<file path="config.mk">
export PLATFORM = sky130hd
export DESIGN_NAME = fpu_itof_arbiter
export DESIGN_NICKNAME = d
export VERILOG_FILES = /design/src/rtl/fpu_itof_arbiter.sv
export SDC_FILE = /design/constraint.sdc
export NUM_CORES = 1
export LEC_CHECK = 0
export CELL_PAD_IN_SITES_DETAIL_PLACEMENT = 2
export CELL_PAD_IN_SITES_GLOBAL_PLACEMENT = 2
export CORE_MARGIN = 5
export CORE_UTILIZATION = 28
export DETAILED_ROUTE_END_ITERATION = 10
export PLACE_DENSITY = 0.9
export RECOVER_POWER = 50
export SKIP_LAST_GASP = 1
export SYNTH_ARGS = -nofsm -noshare
export SYNTH_HDL_FRONTEND = slang
export SYNTH_SLANG_ARGS = --single-unit
</file>
<file path="constraint.sdc">
create_clock -name clk -period 5.3 [get_ports clk]
set_input_delay 0.53 -clock clk [delete_from_list [all_inputs] [get_ports clk]]
set_output_delay 0.53 -clock clk [all_outputs]
set_load 0.01 [all_outputs]
</file>
<file path="src/rtl/fpu_itof_arbiter.sv">
// Round-robin share of one external combinational int-to-float unit among NREQ
// requesters, with a 2-stage registered pipeline (operand stage, result stage).
module fpu_itof_arbiter #(
   parameter int NREQ = 2,
   parameter int TAGW = 5,
   localparam int IDW = (NREQ > 1) ? $clog2(NREQ) : 1
) (
   input  logic                 clk,
   input  logic                 rstn,
   input  logic [NREQ-1:0]      req_valid,
   output logic [NREQ-1:0]      req_ready,
   input  logic [32*NREQ-1:0]   req_src,
   input  logic [TAGW*NREQ-1:0] req_tag,
   output logic [31:0]          conv_s,
   input  logic [31:0]          conv_d,
   output logic                 resp_valid,
   input  logic                 resp_ready,
   output logic [31:0]          resp_data,
   output logic [TAGW-1:0]      resp_tag,
   output logic [IDW-1:0]       resp_id,
   output logic [1:0]           inflight,
   output logic [31:0]          conv_count
);

   logic            s1_v, s2_v;
   logic [31:0]     s1_op, s2_d;
   logic [TAGW-1:0] s1_tag, s2_tag;
   logic [IDW-1:0]  s1_id, s2_id;
   logic [IDW-1:0]  rr;

   logic            s2_free, s1_adv, s1_free;
   logic            gnt_any, acc, pop;
   logic [IDW-1:0]  gnt_idx;

   assign s2_free = ~s2_v | resp_ready;
   assign s1_adv  = s1_v & s2_free;
   assign s1_free = ~s1_v | s1_adv;
   assign pop     = s2_v & resp_ready;

   // First set valid bit scanning upward from the round-robin pointer.
   always_comb begin
      gnt_any = 1'b0;
      gnt_idx = '0;
      for (int k = 0; k < NREQ; k++) begin
         if (!gnt_any && req_valid[(int'(rr) + k) % NREQ]) begin
            gnt_any = 1'b1;
            gnt_idx = IDW'((int'(rr) + k) % NREQ);
         end
      end
   end

   assign acc       = gnt_any & s1_free & rstn;
   assign req_ready = acc ? (NREQ'(1) << gnt_idx) : '0;

   always_ff @(posedge clk or negedge rstn) begin
      if (!rstn) begin
         s1_v   <= 1'b0;
         s1_op  <= '0;
         s1_tag <= '0;
         s1_id  <= '0;
         rr     <= '0;
      end else begin
         if (acc) begin
            s1_v   <= 1'b1;
            s1_op  <= req_src[int'(gnt_idx)*32 +: 32];
            s1_tag <= req_tag[int'(gnt_idx)*TAGW +: TAGW];
            s1_id  <= gnt_idx;
            rr     <= IDW'((int'(gnt_idx) + 1) % NREQ);
         end else if (s1_adv) begin
            s1_v <= 1'b0;
         end
      end
   end

   // S2 reloads on advance even when popping in the same cycle, so no bubble.
   always_ff @(posedge clk or negedge rstn) begin
      if (!rstn) begin
         s2_v       <= 1'b0;
         s2_d       <= '0;
         s2_tag     <= '0;
         s2_id      <= '0;
         conv_count <= '0;
      end else begin
         if (s1_adv) begin
            s2_v   <= 1'b1;
            s2_d   <= conv_d;
            s2_tag <= s1_tag;
            s2_id  <= s1_id;
         end else if (pop) begin
            s2_v <= 1'b0;
         end
         if (pop) conv_count <= conv_count + 32'd1;
      end
   end

   assign conv_s     = s1_v ? s1_op : 32'd0;
   assign resp_valid = s2_v;
   assign resp_data  = s2_d;
   assign resp_tag   = s2_tag;
   assign resp_id    = s2_id;
   assign inflight   = {1'b0, s1_v} + {1'b0, s2_v};

endmodule

</file>
==> impl_results.md <==
* Ys flop type: dfrtp_1
* Worst-path clk slew at approximately 0.070 ns
* CP Capture Point: req_ready[1]
* Worst-margin pin slew at about 2.3 ns
* DR WL/cell at about 19 um
* Latest clock arrival within the worst-skew pair at 0.35 ns
* Yosys Warn Count at 0
* TritonCTS buffer count at 9
* Pin count of the biggest net entering global routing at 91
* Slew Limit Fails at 91
* Worst Setup End Kind: output port
* First-pass GRT wire length at ~26000 um
* Max Clk Rate at around 300 MHz
* Commonest cells after routing, fill and taps aside: clkdlybuf4s50_1, dfrtp_1, nor2_1
* Unrepaired setup endpoints after global routing: false
* Vias/cell at between 4 and 5
* Tot Pwr at 2.49 mW
* R2R cell count at 4
* Status: finished with violations
* Post-CTS Resized at 0
* Post-synthesis instance total at roughly 430
* Setup TNS at 0 ns
* Hold Path Class: in2async
* Post-synthesis instance area at 5000 um2
* Area Growth Syn to Fin at 53.6%
* Post-synth EDFFs at 0
* All-Layer GR Usage at 0.159
* Commonest non-fill, non-tap cell in the layout: clkdlybuf4s50_1
* Max-cap violations at 1
* Min Tclk post-route at 3.34 ns
* Postcts setup bufs at 0
* Total number of H-tree levels at 3
* Relative slew margins at -0.513
* CTS tree: yes
* Final Hold Vio Count at 0
* ANT cells at 0
* Internal reg-to-reg setup slack at 2.69 ns
* Clock Path Buffers at 2
* Placed cell areas at about 7400 um2
* Placer congestion estimate at approximately 0.75
* CP Data Required Time at 4.77 ns
* Int Pwr at 1.76 mW
* Final ANT Viol Nets at 0
* Core area at 17400 um2
* Grt ovf at 0
* Antenna violations before repair at 0
* Height of the die at 144 um
* Number of global-route vias before repair at 4718
* Wirelength, routed at approximately 16000 um
* Avg Inst Size Synth at 11.6 um2
* Die Wd at between 100 and 150 um
* Dpl hpwl at approximately 13000 um
* Initial DRC count at roughly 110
* Sw frac at 0.293
* IO buf count at between 200 and 250
* Clk pwr share at 0.268
* Pleak at about 3.3 nW
* Net switching power at around 730 uW
* Final WS setup at slightly below 2 ns
* Setup crit start kind: primary input
* # rows at 48
* Final core utilization at 0.441
* CTS Hold Buffers Added at 0
* Routed vias at about 4.1k
* CP max FO at 23
* Synth Net Count at around 540
* Sequential-to-total area share from yosys stat at 0.555
* Endpoints failing setup at 0
* Yosys reg bits at ~110
* Largest vdd supply drop at 144 uV
* Reg2Reg Launch Point: conv_count[9]
* Fin crit share at 0.630
* Failing checks: capacitance limit, slew limit
* Post-synthesis async set-or-reset flop share at 1.00
* Die footprint at around 21000 um2
* PwrDens at 324 nW/um2
* Clock root buffer master: clkbuf_16
* I/O pin count at ~220
* Layout fillers at roughly 1.8k
* CP startpoint: rstn
* Comb power frac at 0.290
* DP Worst Slack at roughly 2.6 ns
* DRC at 0
* Design Area, Final at 7680 um2
* Hold_ws at roughly 0.43 ns
* DP Cell Count at 853
* Capturing point of the worst reg2reg path: conv_count[22]
* Arr. time, crit path at 2.81 ns
* Final Net Count at between 700 and 800
* Critical path class: in2out
* Distinct cells, synth at 31
* Share of layout cells above drive strength 1 at 0.112
* Drt pass-1 iters at 4
* Initial Util at 0.287
* Sequential share of power at 0.442
* Final std cells w/o fill at 868
* Clock Skew at 0.0121 ns
* Clk sinks at 111
==> worst min-delay path by stage <==
stage                     start        endpoint  slack (ns)  cells after the start
floorplan                  rstn   conv_count[0]        0.23                      0
global placement           rstn  conv_count[22]        0.43                      1
detailed placement         rstn  conv_count[18]        0.44                      1
CTS                        rstn  conv_count[18]        0.06                      1
global route        resp_tag[0]     resp_tag[0]        0.52                      1
finish                     rstn  conv_count[20]        0.43                      1
==> flip-flops by register name, indices dropped and copies added (netlist names) <==
signal,flops
s1_v,1
s1_id,1
s1_op,32
resp_tag,5
conv_count,32
rr,1
s1_tag,5
resp_valid,1
resp_data,32
resp_id,1
==> final cells by class <==
cell class              count  area, um2  area share
well taps                 225        282      0.0367
flip-flops and latches    111       2780       0.362
repair buffers            220       2190       0.285
multi-input cells         288       2110       0.275
clock buffers              11        253      0.0329
clock inverters             4       38.8     0.00505
inverters                   9       33.8     0.00440
==> power by group through the flow <==
stage,logic [mW],registers (mW),clock network (mW)
final,0.721,1.10,0.667
after global routing,0.781,1.12,0.729
after CTS,0.769,1.11,0.699
after detailed placement,0.766,1.12,0
after global placement,0.730,1.10,0
after floorplan,0.270,1.13,0
==> cells by family (layout without fill, tap and decap cells) <==
family | after synthesis | after routing | synth area share
compound gates | 41 | 41 | 0.0410
xor+xnor | 31 | 31 | 0.0543
fa+ha+maj | 2 | 2 | 0.00500
buf+inv | 32 | 244 | 0.0275
flops | 111 | 111 | 0.555
mux | 77 | 77 | 0.164
simple gates | 137 | 137 | 0.153
==> worst max-delay path: stages <==
cell	delay (ns)
clkbuf_1	0.89
o21ai_0	0.42
a21oi_4	0.25
inv_1	0.07
nor2_1	0.10
clkdlybuf4s50_1	0.54
==> synthesized netlist by cell type (3+ instances only) <==
cell      count  share of area
dfrtp_1     111           0.56
nor2_1       46          0.035
mux2_2       39          0.088
a21oi_1      38          0.038
mux2i_1      38          0.076
and2_1       33          0.041
clkbuf_1     18          0.014
nand2_1      18          0.014
xor2_1       17          0.030
xnor2_1      14          0.025
inv_1         9         0.0068
nand3_1       7         0.0070
nor3_1        7         0.0070
nor4_2        7          0.018
nand4_1       4         0.0050
and4_1        3         0.0053
==> routing by layer <==
metal,global-route usage,vias to the layer above,share of wire
li1,-,1875,-
met1,0.175,2047,0.38
met2,0.302,146,0.54
met3,0.0393,18,0.068
met4,0.0456,0,0.016
met5,0,-,0
Note: power is estimated with default switching activity, not from simulation.
